## src/rtl/mem_arbiter.sv

```systemverilog
// Two-port (CPU / debug unit) arbiter in front of a single-port synchronous memory.
// Latency: request sampled in IDLE at cycle T is acknowledged at T+3; one access per 4 cycles.
// Backpressure: requesters hold req until their one-cycle ack; dbu_hold masks the CPU port.
module mem_arbiter #(
  parameter int AW = 8,
  parameter int DW = 32
) (
  input  logic          clk,
  input  logic          reset,
  input  logic          cpu_req,
  input  logic          cpu_we,
  input  logic [AW-1:0] cpu_addr,
  input  logic [DW-1:0] cpu_wdata,
  output logic [DW-1:0] cpu_rdata,
  output logic          cpu_ack,
  input  logic          dbu_req,
  input  logic          dbu_we,
  input  logic [AW-1:0] dbu_addr,
  input  logic [DW-1:0] dbu_wdata,
  output logic [DW-1:0] dbu_rdata,
  output logic          dbu_ack,
  input  logic          dbu_hold,
  output logic [AW-1:0] mem_addr,
  output logic [DW-1:0] mem_wdata,
  output logic          mem_we,
  input  logic [DW-1:0] mem_rdata,
  output logic          busy,
  output logic          grant_dbu
);

  typedef enum logic [1:0] {IDLE, ACCESS, RESP, DONE} state_t;

  state_t        state_q, state_d;
  logic          last_dbu_q, last_dbu_d;
  logic          grant_dbu_q, grant_dbu_d;
  logic          we_q, we_d;
  logic [AW-1:0] addr_q, addr_d;
  logic [DW-1:0] wdata_q, wdata_d;
  logic [DW-1:0] cpu_rdata_q, cpu_rdata_d;
  logic [DW-1:0] dbu_rdata_q, dbu_rdata_d;

  logic cpu_elig;
  logic dbu_elig;
  logic pick_dbu;

  // The debug unit may always compete; the CPU only while not held off.
  assign cpu_elig = cpu_req & ~dbu_hold;
  assign dbu_elig = dbu_req;
  // DBU wins when it is alone, or on a tie when the CPU was granted last.
  assign pick_dbu = dbu_elig & (~cpu_elig | ~last_dbu_q);

  // Next-state logic: arbitrate and latch the winner in IDLE, capture read data in RESP.
  always_comb begin
    state_d     = state_q;
    last_dbu_d  = last_dbu_q;
    grant_dbu_d = grant_dbu_q;
    we_d        = we_q;
    addr_d      = addr_q;
    wdata_d     = wdata_q;
    cpu_rdata_d = cpu_rdata_q;
    dbu_rdata_d = dbu_rdata_q;
    case (state_q)
      IDLE: begin
        if (cpu_elig | dbu_elig) begin
          state_d     = ACCESS;
          grant_dbu_d = pick_dbu;
          last_dbu_d  = pick_dbu;
          we_d        = pick_dbu ? dbu_we    : cpu_we;
          addr_d      = pick_dbu ? dbu_addr  : cpu_addr;
          wdata_d     = pick_dbu ? dbu_wdata : cpu_wdata;
        end
      end
      ACCESS: state_d = RESP;
      RESP: begin
        state_d = DONE;
        // Memory data for the address driven in ACCESS is valid now.
        if (!we_q) begin
          if (grant_dbu_q) dbu_rdata_d = mem_rdata;
          else             cpu_rdata_d = mem_rdata;
        end
      end
      DONE:    state_d = IDLE;
      default: state_d = IDLE;
    endcase
  end

  // State and datapath registers; reset abandons any access in flight.
  always_ff @(posedge clk) begin
    if (reset) begin
      state_q     <= IDLE;
      last_dbu_q  <= 1'b1;
      grant_dbu_q <= 1'b0;
      we_q        <= 1'b0;
      addr_q      <= '0;
      wdata_q     <= '0;
      cpu_rdata_q <= '0;
      dbu_rdata_q <= '0;
    end else begin
      state_q     <= state_d;
      last_dbu_q  <= last_dbu_d;
      grant_dbu_q <= grant_dbu_d;
      we_q        <= we_d;
      addr_q      <= addr_d;
      wdata_q     <= wdata_d;
      cpu_rdata_q <= cpu_rdata_d;
      dbu_rdata_q <= dbu_rdata_d;
    end
  end

  // The latched address/data only change on a grant, so they also hold the
  // last driven values while idle.
  assign mem_addr  = addr_q;
  assign mem_wdata = wdata_q;
  // Strobes are masked by reset so an aborted access can neither write nor ack.
  assign mem_we    = (state_q == ACCESS) & we_q & ~reset;
  assign busy      = (state_q != IDLE) & ~reset;
  assign cpu_ack   = (state_q == DONE) & ~grant_dbu_q & ~reset;
  assign dbu_ack   = (state_q == DONE) &  grant_dbu_q & ~reset;
  assign grant_dbu = grant_dbu_q;
  assign cpu_rdata = cpu_rdata_q;
  assign dbu_rdata = dbu_rdata_q;

endmodule

```

## config.mk

```make
export PLATFORM = sky130hd
export DESIGN_NAME = mem_arbiter
export DESIGN_NICKNAME = d
export VERILOG_FILES = /design/src/rtl/mem_arbiter.sv
export SDC_FILE = /design/constraint.sdc
export NUM_CORES = 1
export LEC_CHECK = 0
export BUFFER_PORTS_ARGS = -buffer_cell sky130_fd_sc_hd__buf_2
export CAP_MARGIN = 25
export CELL_PAD_IN_SITES_DETAIL_PLACEMENT = 0
export CELL_PAD_IN_SITES_GLOBAL_PLACEMENT = 1
export CORE_ASPECT_RATIO = 0.7
export CORE_UTILIZATION = 34
export CTS_BUF_LIST = sky130_fd_sc_hd__clkbuf_8
export DETAILED_ROUTE_END_ITERATION = 8
export GPL_ROUTABILITY_DRIVEN = 0
export PLACE_DENSITY_LB_ADDON = 0.12
export SYNTH_ARGS = -nofsm -noshare
export SYNTH_HDL_FRONTEND = slang
export SYNTH_SLANG_ARGS = --single-unit
```

## constraint.sdc

```tcl
create_clock -name clk -period 2 [get_ports clk]
set_input_delay 0.6 -clock clk [delete_from_list [all_inputs] [get_ports clk]]
set_output_delay 0.6 -clock clk [all_outputs]
set_load 0.005 [all_outputs]
```

After elaboration in Yosys (flattened, before gate mapping). Cells that the tools add are included.

Register bits: 109. Input bits: 119. Output and inout bits: 109.

Eq/ne operators: 4. Multiplexer cells: 5. Bitwise gates (word level): 17. Reduce and logical (&&, ||, !) cells: 5.

Operators by type and width (count): 32-bit 2-to-1 mux (1); 1-bit bitwise AND (9); 8-bit 2-to-1 mux (1); 2-bit case mux with 4 select lines (1); 1-bit NOT (6); 3-bit AND reduction (2); 2-bit == test (second input constant) (2); 2-bit by 1-bit == test with 1-bit output (second input constant) (1); 2-bit zero test (1); 2-bit 2-to-1 mux (1); 2-bit != test (second input constant) (1); 1-bit bitwise OR (2); 2-bit AND reduction (1); 2-bit nonzero test (1); 1-bit 2-to-1 mux (1).

Longest topological paths before layout. Gate-level depths: netlist (run 1).

Depth after elaboration: 6. Mapped depth: 7.

Least setup slack after synthesis (run 1). No wires, ideal clock.

Kind: input-to-output. Start point: input port reset. End point: output port busy. Arrival: 1.290 ns. Data required time: 1.400 ns. Path slack: 0.110 ns. Stages: 4. Cell sequence: clkbuf_1 > buf_2 > clkbuf_1 > nor2_1.

Word-level cells in the longest chain between the ends: 2.

RTL lines: start, declared (RTL line 9) `input logic reset,`; 1-bit NOT (RTL line 116) `assign busy = (state_q != IDLE) & ~reset;`; 1-bit bitwise AND (RTL line 116); end, declared (RTL line 27) `output logic busy,`.

Every way passes these cells.

Worst setup path in the final report (run 1).
Start point: register state_q[0]. End point: output port cpu_ack.

Word-level cells in the longest chain between the ends: 3.

RTL lines: start, declared (RTL line 33) `state_t state_q, state_d;`; start signal, assigned (RTL line 99) `state_q <= state_d;`; 2-bit == test (RTL line 117) `assign cpu_ack = (state_q == DONE) & ~grant_dbu_q & ~reset;`; 1-bit bitwise AND (2 in a row) (RTL line 117); end, declared (RTL line 15) `output logic cpu_ack,`.

Every way passes these cells.

==> flow_summary.ini, run 1 <==
[status]
status = complete, no violations

[synthesis]
syn_area_um2 = 4680
synth_area_leaders = dfxtp_1 (47%), nand2_1 (14%), a211oi_2 (10%)
yosys_warnings = 0
synth_top_cell_by_area = dfxtp_1
synthTopCellsByCount = nand2_1 (170), dfxtp_1 (109), a21oi_1 (65)
synth.most_common_cell = nand2_1
synth.distinct_cells = 29
synth_top_area_share_pct = 46.6
synth_xor_area_share_pct = 0
ys.flop_type = dfxtp_1
yosysSeqAreaShare_pct = 46.6
ys_seq_elements = 109
synth-simple-area-share_pct = 19.7
syn_inst = 542
synth.avg_cell_area_um2 = 8.63
synth_edf_count = 0
async_reset_ff_share_pct = 0
synth-compound-area-share_pct = 26.0
synthMuxAreaShare_pct = 0.214
synth_fp_nets = 665
synthAdderAreaFrac_pct = 1.07
synth_top_family_by_area = compound AO/OA/AOI/OAI gates

[drt]
wl_per_cell_um = 14.5
vias_per_cell = 4.76
vias = 4468
drt-initial-drc-count = 122
final_antenna_net_count = 0
routed_wirelength_um = 13600
drc = 0
first_pass_iters = 4

[worst_setup_path]
crit_start = state_q[0]
cp_top_family = flip-flops
slowest_delay_ps = 380
path_cells = ha_1, nor3b_2, buf_2
end_kind = primary output
rr_startpoint = last_dbu_q
critPathMaxFanout = 4
worstSetupPathType = reg -> out
crit_buf_inv = 1
cp.required_ps = 1400
cp.arrival_ps = 1290
startpoint_type = flop
cp_slowest_cell = dfxtp_4

[floorplan]
floorplan.initialDensity_pct = 35.2
die_w_um = 142
io_pins = 228
die_area_um2 = 14200
core-area_um2 = 13300
die_h_um = 100
row_count = 35

[clock_network]
clkLatencyLatePin_ps = 370
h-tree-depth = 3
cts_tree = done
clk_pin_slew_ps = 110
numCtsBuffers = 9
cts-root-buf = clkbuf_8
clkSinkCount = 109
cts_setup_buffers = 0
cts.path.max_buffers = 2

[sta]
timing.final.crit_share_pct = 94.5
worst_slew_pin_slew_ps = 751
period_needed_ps = 1890
relSlewSlack_pct = 49.9
setup_violations = 0
maxSlewViolCount = 0
hold_viol = 0
grt_setup_unrepaired = false
fmax_ghz = 0.529
skew_ps = 10.9

[layout]
instances_no_fill = 938
nNetsFinal = 871
final_util_pct = 46.0
n_antenna_cell = 0
area_growth_pct = 31.0
drive_gt1_share_pct = 45.4
nFillCells = 1395

[grt]
overflow = 0
grt_pass1_vias = 4357
grt_max_degree = 57
grt_usage_pct = 19.3
antenna_found_initial = 0
grt_pass1_wl_um = 21600

[run]
max_cap_viol_count = 0

[placed_design]
dp.cells = 922
numPortBuffers = 227
dp_hpwl_um = 9450

[power]
power_density_nw_per_um2 = 1110
leakage_uw = 0.00271
max-vdd-ir-drop_mv = 0.507

[hold_path]
holdCritPathClass = reg -> reg
min_from = cpu_rdata[31]
-- registers in the layout, summed over array words and instances (netlist names) --
signal      flops
grant_dbu       1
dbu_rdata      32
we_q            1
mem_wdata      32
state_q         2
cpu_rdata      32
mem_addr        8
last_dbu_q      1
-- layer usage --
metal	part of all wire [%]	track usage, %	vias to the layer above
li1	-	-	2212
met1	44	23.7	2085
met2	46	32.1	159
met3	9.2	6.92	12
met4	0.83	4.47	0
met5	0	0	-
-- cells by family (layout without fill, tap and decap cells) --
group                      count (synthesis)  in the layout
buffers and inverters                     48            259
and+or+nand+nor                          229            229
muxes                                      1              1
AOI/OAI and AO/OA                        151            151
adders and majority gates                  4              4
DFF                                      109            109
-- cell usage in the layout, fill, tap and decap left out --
master and n:
clkinv_4 1, nor3_1 1, a32o_1 1, dfxtp_2 1, mux2i_1 1, nand2_1 170
buf_4 10, a21oi_1 65, nor2b_4 1, ha_1 3, buf_12 4, nor3b_1 1
and3b_1 3, nor2_1 46, or3b_1 1, inv_6 3, a211oi_2 39, nand3b_1 2
inv_8 1, nor3b_2 1, clkbuf_8 10, clkinv_2 1, o21ai_4 1, inv_1 3
dfxtp_4 1, a21oi_2 39, a221o_1 1, buf_2 226, ha_2 1, dfxtp_1 107
and2_4 1, a211oi_1 3, nor3b_4 1, o21a_1 1, a22oi_1 1, nor2b_1 1
-- worst min-delay path: cells and delay by family, from the launching register on --
family	cells	cell delay, ps
compound gates	1	50
simple gates	1	50
flops	1	320
-- where the power goes --
| group | switching, µW | total, µW | internal [µW] |
|---|---|---|---|
| registers | 224 | 2820 | 2600 |
| logic | 1490 | 2640 | 1140 |
| clock network | 813 | 1320 | 512 |
| total | 2530 | 6790 | 4260 |
-- final cells by class --
type / count / area, µm² / share of cell area (%)
clock inverters: 6 / 51.3 / 0.837
well taps: 185 / 231 / 3.78
flip-flops and latches: 109 / 2190 / 35.7
repair buffers: 240 / 1290 / 21.0
multi-input cells: 385 / 2220 / 36.3
clock buffers: 10 / 138 / 2.25
inverters: 3 / 11.3 / 0.184
-- worst paths after layout --
kind | cells past startpoint | slack [ps] | end
worst max-delay path | 3 | 110 | cpu_ack
worst min-delay path | 2 | 460 | cpu_rdata[31]
worst max register to register | 4 | 360 | mem_wdata[7]
worst min register to register | 2 | 460 | cpu_rdata[31]
-- timing repair --
action	CTS	global route
setup endpoints to repair	1	2
endpoints found under the hold margin	0	0
hold buffers	0	0
resized for setup	1	4
-- through the flow --
stage	hold WS, ps	worst slack (ps)	instance area, µm²	TNS [ps]	power (µW)
3_3_place_gp	438	-16.5	5930	-16.5	5450
3_5_place_dp	444	-39.6	5930	-44.4	5530
5_1_grt	425	40.3	6130	0	7280
2_1_floorplan	453	110	4680	0	4540
4_1_cts	433	31.4	6120	0	6880
6_report	455	111	6130	0	6790
Note: power is estimated with default switching activity, not from simulation.
==> run 2: changes to the inputs <==
CORE_UTILIZATION = 30   (was 34)
clock period = 1.6 ns   (was 2 ns; I/O delays follow)
==> run 2 against run 1 <==
  * The flow now finishes with violations (setup timing)
  * Final area up 4.8%
  * First-iteration DRC count up 86%
  * Non-clock buffer count up 10
  * Flip-flop and latch count unchanged
  * Global-route usage down 1.7 points
  * Clock power up 41%
  * Clock-buffer cell count down 1
  * Sequential share of layout area down 1.6 points
  * Sequential power up 26%
  * Critical endpoint is now mem_we
  * Largest cell class unchanged
  * Critical path depth up 1
  * Core utilization down 3.1 points
  * Power up 34%
==> flow_summary.ini, run 2 (same netlist as run 1, synthesis figures left out) <==
[status]
status = complete, but fails checks
failed_checks = setup timing

[drt]
routed_wirelength_um = 14100
final_antenna_net_count = 0
wl_per_cell_um = 14.7
first_pass_iters = 4
vias_per_cell = 4.71
drt-initial-drc-count = 227
drc = 0
vias = 4515

[power]
power_uw = 9120
leakage_uw = 0.00281
power_density_nw_per_um2 = 1420
max-vdd-ir-drop_mv = 0.597

[grt]
grt_pass1_wl_um = 22000
grt_usage_pct = 17.6
grt_max_degree = 64
overflow = 0
antenna_found_initial = 2
grt_pass1_vias = 4437

[clock_network]
clkSinkCount = 109
cts-root-buf = clkbuf_8
clkLatencyLatePin_ps = 380
numCtsBuffers = 9
cts_tree = done
cts.path.max_buffers = 2
h-tree-depth = 3
postCtsHoldBufs = 0
clk_pin_slew_ps = 100

[worst_setup_path]
critPathMaxFanout = 4
cp.required_ps = 1120
cp.arrival_ps = 1270
end_kind = primary output
startpoint_type = flop
worstSetupPathType = reg -> out
crit_start = state_q[1]
rr_startpoint = state_q[0]

[sta]
hold_viol = 0
grt_setup_unrepaired = true
setup_violations = 4
maxSlewViolCount = 0
worst_slew_pin_slew_ps = 499
postLayoutSetupSlackWorst_ps = -148
fmax_ghz = 0.572
timing.final.crit_share_pct = 109
relSlewSlack_pct = 66.7
period_needed_ps = 1750
skew_ps = 11.8

[layout]
n_antenna_cell = 0
nNetsFinal = 881
drive_gt1_share_pct = 47.1
design_area_um2 = 6420
layout_commonest_cell = buf_2
nFillCells = 1548
final_util_pct = 42.9
seqCellArea_um2 = 2190
final_cell_mix = buf_2 (225), nand2_1 (170), dfxtp_1 (106), a21oi_1 (65), nor2_1 (45)
multi_input_area_um2 = 2280
area_growth_pct = 37.2

[floorplan]
row_count = 37
die_w_um = 151
io_pins = 228
die_h_um = 106
floorplan.initialDensity_pct = 31.3
core-area_um2 = 15000
die_area_um2 = 16100

[hold_path]
holdCritPathClass = in -> reg
min_from = mem_rdata[27]

[placed_design]
dp_slack_ps = 2.15
postPlaceCellArea_um2 = 6090
numPortBuffers = 227
dp_hpwl_um = 10100

[run]
max_cap_viol_count = 0
[run 2: changes by cell type in the layout (fill, tap and decap cells not counted), moves of 2 or more]
cell and delta:
ha_1 -3, buf_6 +3, buf_12 +8, ha_4 +4, bufinv_16 +2
[run 2: final timing paths]
check,endpoint,cells past startpoint,slack (ps)
worst max-delay path,mem_we,4,-150
worst min-delay path,dbu_rdata[27],3,340
worst max register to register,mem_wdata[28],8,0
worst min register to register,cpu_rdata[6],2,460
[run 2: metal layers]
layer | part of all wire [%] | GRT usage, %
met1 | 45 | 22.0
met2 | 45 | 28.2
met3 | 9.1 | 6.31
met4 | 0.87 | 4.79
met5 | 0.071 | 0
[run 2: power breakdown]
| group | total, µW | switching (µW) | internal (µW) |
|---|---|---|---|
| registers | 3560 | 309 | 3250 |
| logic | 3690 | 1960 | 1730 |
| clock network | 1860 | 976 | 888 |
| total | 9120 | 3250 | 5870 |
[run 2: layout make-up]
| type | count | area share [%] |
|---|---|---|
| clock buffers | 9 | 1.93 |
| clock inverters | 7 | 1.48 |
| inverters | 3 | 0.214 |
| multi-input cells | 385 | 35.5 |
| flip-flops and latches | 109 | 34.1 |
| well taps | 195 | 3.80 |
| repair buffers | 250 | 23.0 |
[run 2: what timing repair did]
| action | CTS | global route |
|---|---|---|
| pin swaps | 2 | 1 |
| resized for setup | 16 | 5 |
| hold endpoints to repair | 0 | 0 |
| buffers inserted | 1 | 2 |
| endpoints found under the setup margin | 17 | 65 |
[run 2: metrics by stage]
step,TNS (ps),hold slack [ps],cells
floorplan,0,453,542
global placement,0,441,939
detailed placement,0,444,939
CTS,-639,310,956
global route,-3370,320,958
finish,-517,343,958
[run 2: critical path: stages, from the launching register on]
cell	delay, ps
dfxtp_4	410
inv_4	60
ha_4	150
and3b_1	140
buf_2	130
